==> config.mk <==
export PLATFORM = sky130hd
export DESIGN_NAME = wb_arbiter
export DESIGN_NICKNAME = d
export VERILOG_FILES = /design/src/rtl/wb_pkg.sv /design/src/rtl/wb_skid_fifo.sv /design/src/rtl/wb_arbiter.sv
export SDC_FILE = /design/constraint.sdc
export NUM_CORES = 1
export LEC_CHECK = 0
export CAP_MARGIN = 40
export CELL_PAD_IN_SITES_DETAIL_PLACEMENT = 1
export CELL_PAD_IN_SITES_GLOBAL_PLACEMENT = 2
export CORE_ASPECT_RATIO = 0.5
export CORE_MARGIN = 2
export CORE_UTILIZATION = 25
export CTS_CLUSTER_SIZE = 30
export DETAILED_ROUTE_END_ITERATION = 10
export PLACE_DENSITY_LB_ADDON = 0.3
export SYNTH_ARGS = -nofsm -noshare
export SYNTH_HDL_FRONTEND = slang
export SYNTH_HIERARCHICAL = 1
export SYNTH_SLANG_ARGS = --single-unit
export TNS_END_PERCENT = 10
==> constraint.sdc <==
create_clock -name clk -period 4.7 [get_ports clk]
set_input_delay 0.47 -clock clk [delete_from_list [all_inputs] [get_ports clk]]
set_output_delay 0.47 -clock clk [all_outputs]
set_load 0.05 [all_outputs]
==> src/rtl/wb_pkg.sv <==
// Shared types and default widths for the writeback stage and its FPU skid buffer.
package wb_pkg;

    localparam int XLEN   = 32;
    localparam int FLEN   = 32;
    localparam int REG_AW = 5;
    localparam int CNT_W  = 16;

    typedef enum logic {
        RES_ALU = 1'b0,
        RES_MEM = 1'b1
    } result_src_t;

    typedef struct packed {
        logic [REG_AW-1:0] rd;
        logic [FLEN-1:0]   data;
    } fpwb_entry_t;

    typedef enum logic [1:0] {
        EMPTY = 2'd0,
        ONE   = 2'd1,
        FULL  = 2'd2
    } buf_state_t;

endpackage

==> src/rtl/wb_skid_fifo.sv <==
// Two-entry in-order FIFO that holds FPU results deferred by pipeline FP writes.
module wb_skid_fifo
    import wb_pkg::*;
(
    input  logic        clk,
    input  logic        reset,
    input  logic        push,
    input  logic        pop,
    input  fpwb_entry_t pushEntry,
    output fpwb_entry_t head,
    output logic [1:0]  count
);

    buf_state_t  state;
    buf_state_t  stateNext;
    fpwb_entry_t mem [2];
    logic        rdPtr;
    logic        wrPtr;
    logic        doPush;
    logic        doPop;

    // A pop on an empty buffer is ignored; a push into a full one only lands if a pop frees a slot.
    assign doPop  = pop && (state != EMPTY);
    assign doPush = push && ((state != FULL) || doPop);

    // NOTE: sequential state uses non-blocking assignments so every register samples pre-edge values.
    always_ff @(posedge clk) begin
        if (reset) begin
            state <= EMPTY;
            rdPtr <= 1'b0;
            wrPtr <= 1'b0;
        end else begin
            state <= stateNext;
            if (doPush) wrPtr <= ~wrPtr;
            if (doPop)  rdPtr <= ~rdPtr;
        end
    end

    // NOTE: entry storage is deliberately not reset; the state register alone says what is valid.
    always_ff @(posedge clk) begin
        if (doPush) mem[wrPtr] <= pushEntry;
    end

    // NOTE: next state gets its default first so no path through the case can infer a latch.
    always_comb begin
        stateNext = state;
        case (state)
            EMPTY:   if (doPush) stateNext = ONE;
            ONE: begin
                if (doPush && !doPop)      stateNext = FULL;
                else if (doPop && !doPush) stateNext = EMPTY;
            end
            FULL:    if (doPop && !doPush) stateNext = ONE;
            default: stateNext = EMPTY;
        endcase
    end

    always_comb begin
        count = 2'd0;
        case (state)
            ONE:     count = 2'd1;
            FULL:    count = 2'd2;
            default: count = 2'd0;
        endcase
    end

    assign head = mem[rdPtr];

endmodule

==> src/rtl/wb_arbiter.sv <==
// Writeback stage: integer/FP register-file write ports, with late FPU results
// merged onto the FP port behind pipeline writes via a two-entry skid buffer.
module wb_arbiter #(
    parameter int XLEN   = wb_pkg::XLEN,
    parameter int FLEN   = wb_pkg::FLEN,
    parameter int REG_AW = wb_pkg::REG_AW,
    parameter int CNT_W  = wb_pkg::CNT_W
) (
    input  logic              clk,
    input  logic              reset,
    input  logic              result_src_w,
    input  logic              reg_write_w,
    input  logic              freg_write_w,
    input  logic [REG_AW-1:0] rd_w,
    input  logic [XLEN-1:0]   alu_result_w,
    input  logic [XLEN-1:0]   read_data_w,
    input  logic              fpu_valid,
    input  logic [REG_AW-1:0] fpu_rd,
    input  logic [FLEN-1:0]   fpu_result,
    output logic              fpu_ready,
    output logic              rf_we,
    output logic [REG_AW-1:0] rf_waddr,
    output logic [XLEN-1:0]   rf_wdata,
    output logic              frf_we,
    output logic [REG_AW-1:0] frf_waddr,
    output logic [FLEN-1:0]   frf_wdata,
    output logic              fpu_wb_pending,
    output logic [CNT_W-1:0]  conflict_cnt
);

    import wb_pkg::*;

    logic            settle;
    logic            active;
    logic [XLEN-1:0] wbData;
    fpwb_entry_t     pushEntry;
    fpwb_entry_t     fifoHead;
    logic [1:0]      fifoCount;
    logic            fifoEmpty;
    logic            accept;
    logic            enqueue;
    logic            bypass;
    logic            drain;

    // Writes are blocked while reset is asserted and for one settle cycle after it falls.
    assign active = !reset && !settle;

    assign wbData = (result_src_t'(result_src_w) == RES_MEM) ? read_data_w : alu_result_w;

    assign rf_we    = active && reg_write_w && (rd_w != '0);
    assign rf_waddr = rd_w;
    assign rf_wdata = wbData;

    assign fifoEmpty      = (fifoCount == 2'd0);
    assign fpu_ready      = active && (fifoCount != 2'd2);
    assign fpu_wb_pending = !reset && !fifoEmpty;

    assign accept  = fpu_valid && fpu_ready;
    assign enqueue = accept && (!fifoEmpty || freg_write_w);
    assign bypass  = accept && fifoEmpty && !freg_write_w;
    assign drain   = active && !fifoEmpty && !freg_write_w;

    assign pushEntry.rd   = fpu_rd;
    assign pushEntry.data = fpu_result;

    wb_skid_fifo u_fifo (
        .clk       (clk),
        .reset     (reset),
        .push      (enqueue),
        .pop       (drain),
        .pushEntry (pushEntry),
        .head      (fifoHead),
        .count     (fifoCount)
    );

    // Pipeline write first, then the buffered head, then a same-cycle FPU bypass.
    always_comb begin
        frf_we    = 1'b0;
        frf_waddr = '0;
        frf_wdata = '0;
        if (active && freg_write_w) begin
            frf_we    = 1'b1;
            frf_waddr = rd_w;
            frf_wdata = wbData[FLEN-1:0];
        end else if (drain) begin
            frf_we    = 1'b1;
            frf_waddr = fifoHead.rd;
            frf_wdata = fifoHead.data;
        end else if (bypass) begin
            frf_we    = 1'b1;
            frf_waddr = fpu_rd;
            frf_wdata = fpu_result;
        end
    end

    always_ff @(posedge clk) begin
        if (reset) begin
            settle       <= 1'b1;
            conflict_cnt <= '0;
        end else begin
            settle <= 1'b0;
            if (enqueue && (conflict_cnt != '1)) conflict_cnt <= conflict_cnt + CNT_W'(1);
        end
    end

endmodule

==> flow_metrics.tcl <==
set metrics [dict create \
    cts.sinks 96 \
    clockBufferDepth 2 \
    setup_viol 0 \
    tightest_slew_ns 0.919 \
    dp_hpwl_um 10800 \
    grt_max_degree 42 \
    whs_path_depth 2 \
    hp-class "register to register" \
    power.leakage_nw 2.83 \
    reg2reg_depth 7 \
    antenna_found_initial 0 \
    pwr-share-comb 0.221 \
    yosys-top-cells-area "edfxtp_1, mux2_2, dfxtp_1" \
    synth_area_um2 4960 \
    ys_ff_latch 96 \
    cts_tree "done" \
    drtAntennaViolNets 0 \
    place.gp.congestion 0.694 \
    finalHoldViolations 0 \
    synth-edff-count 74 \
    fin_crit_ns 3.31 \
    critPathRequiredTime_ns 4.23 \
    worstPathCellList "clkdlybuf4s50_1 > nor2_2 > buf_4 > o311a_1 > clkdlybuf4s50_1" \
    slew_viol_final 0 \
    grt_pass1_vias 4440 \
    ys_types 50 \
    ys_seq_area_frac 0.537 \
    instances_no_fill 844 \
    crit_start "reset" \
    max_cap_viol_count 0 \
    startpoint_type "primary input" \
    grt_pass1_wl_um 25200 \
    ir_drop_uv 187 \
    grt_overflow 0 \
    crit_top_cell "clkdlybuf4s50_1" \
    yosys_warnings 6 \
    synth_nets 496 \
    avgSynthCellArea_um2 13.0 \
    cts_root_buffer "clkbuf_16" \
    drive_above_1_share 0.239 \
    clkPwrFrac 0.347 \
    insertedDiodeCount 0 \
    crit_fanout 38 \
    drt-pass1-iter-count 6 \
    synth_top_area_frac 0.448 \
    io_buffers 205 \
    core_area_um2 19500 \
    synth_async_sr_flop_share 0 \
    rows 36 \
    yosys.area.top_type "edfxtp_1" \
    ctsResizeCount 0 \
    worstSetupEndpointType "output pin" \
    hold_buffers 0 \
    crit_cells 5 \
    min_period_over_period 0.705 \
    p_int_mw 1.56 \
    htree_levels 3 \
    ioPinCount 206 \
    syn2layout_area_growth_pct 60.2 \
    final.setup.tns_ns 0 \
    crit_family "buffers and inverters" \
    crit_slowest_cell "clkdlybuf4s50_1" \
    synth_top_flop_cell "edfxtp_1" \
    fmax_mhz 302 \
    status "finished clean" \
    route.detailed.drc 0 \
    arrival_ns 2.84 \
    cp_num_buf_inv 3 \
    r2r_start "u_fifo/state[0]$_SDFFE_PP0P_" \
    die-area_um2 21100 \
    clkSlewWorstSetupHoldPaths_ns 0.07 \
    placed_cells 828 \
    wl_per_cell_um 18.6 \
    wl_um 15700 \
    cts_made_buffers 9 \
    num-nets-final 688 \
    utilization 0.408 \
    slew-limit-headroom 0.384 \
    die_x_um 203 \
    fin_skew_ns 0.00658 \
    clock_latency_ns 0.33 \
    hp-start "conflict_cnt[14]$_SDFFE_PP0P_" \
    rsz0062_at_grt "no" \
    viasPerCell 4.83 \
    max_stage_delay_ns 0.81 \
    p_sw_mw 0.577 \
    p_per_area_nw_per_um2 269 \
    die_h_um 104 \
    netlist_instances 381 \
    crit_type "primary input to output pin" \
    cts_setup_buffers 0 \
    start_util 0.255 \
    drt_iter0_markers 135 \
    dr_total_vias 4077 \
    pwr-share-seq 0.433 \
    grt_usage 0.152 \
    p_sw_frac 0.270 \
]
-- cell type report --
type | instances | area (µm²)
clock buffers | 9 | 225
inverters | 11 | 41.3
flip-flops and latches | 96 | 2660
well taps | 266 | 333
multi-input cells | 241 | 2100
clock inverters | 7 | 77.6
repair buffers | 214 | 2500
fillers | 2043 | 11500
-- flip-flops by register name (all words and copies together), names as in the netlist, named ones only --
name	cells
u_fifo/mem	74
u_fifo/state	2
u_fifo/rdPtr	1
settle	1
u_fifo/wrPtr	1
conflict_cnt	16
-- path summary, 6_finish.rpt --
path                              endpoint  slack (ns)
max                                  rf_we        1.39
min          conflict_cnt[14]$_SDFFE_PP0P_        0.50
max reg2reg    u_fifo/mem[1][10]$_DFFE_PP_        2.00
min reg2reg  conflict_cnt[14]$_SDFFE_PP0P_        0.50
-- layer usage --
metal | part of all wire | vias up | global-route usage | wire length, µm
met4 | 0.0099 | 0 | 0.0292 | 155
met5 | 0 | - | 0 | 0
li1 | - | 1932 | - | -
met3 | 0.029 | 11 | 0.0271 | 452
met2 | 0.52 | 67 | 0.275 | 8120
met1 | 0.44 | 2067 | 0.191 | 6930
-- logic make-up (layout without fill, tap and decap cells) --
group	Yosys count	after routing	share of synthesized area
multiplexers	71	71	0.162
adder cells (fa/ha/maj)	3	3	0.00757
buffers and inverters	44	241	0.0429
AND/OR/NAND/NOR	85	85	0.107
flip-flops	96	96	0.537
AO/OA/AOI/OAI	81	81	0.143
XOR/XNOR	1	1	0.00177
-- power by group through the flow --
stage	combinational (mW)	sequential (mW)	clock (mW)
floorplan	0.230	0.945	0
global placement	0.472	0.944	0
detailed placement	0.476	0.945	0
CTS	0.477	0.926	0.770
global route	0.494	0.927	0.798
finish	0.472	0.926	0.742
-- worst reg2reg max path: stages (launching register included) --
cell     delay [ns]
dfxtp_1        0.38
nor2b_1        0.53
nor2_1         0.17
nor4_2         0.39
o21ai_4        0.14
inv_2          0.10
and2_2         0.14
buf_4          0.46
-- synthesized netlist by cell type (all sizes together), types with 3 or more instances --
library cell and n:
edfxtp 74, mux2 70, and3 38, a221o 36, buf 22, dfxtp 22
clkbuf 11, inv 11, nor2 11, a21oi 8, o41ai 8, o311ai 7
o21ai 6, nand2 4, nand3 4, nand4 4, nor4 4, or4 4
ha 3, nor2b 3, o31ai 3, or3 3
-- per-stage QoR --
| step | worst slack (ns) | cell area, µm² | hold WS [ns] | power (mW) |
|---|---|---|---|---|
| after floorplan | 1.26 | 4960 | 0.472 | 1.18 |
| after global routing | 1.08 | 7950 | 0.543 | 2.22 |
| final | 1.39 | 7950 | 0.497 | 2.14 |
| after global placement | 1.38 | 7610 | 0.479 | 1.42 |
| after CTS | 1.35 | 7950 | 0.505 | 2.17 |
| after detailed placement | 1.35 | 7640 | 0.497 | 1.42 |
-- cells in the final DEF, fill, tap and decap left out, types with 4 or more instances in the layout --
master	netlist	final
mux2_2	61	61
nand2_1	4	4
and3_1	38	38
a221o_1	36	36
nand4_1	4	4
clkdlybuf4s50_1	0	167
edfxtp_1	74	74
a21oi_1	8	8
dfxtp_1	22	21
o311ai_0	7	7
buf_12	0	37
mux2_1	8	8
inv_6	0	4
nor2_1	11	9
o41ai_1	8	8
clkbuf_16	0	9
inv_1	10	10
buf_4	8	8
or4_1	4	4
nand3_1	4	4
Note: power is estimated with default switching activity, not from simulation.
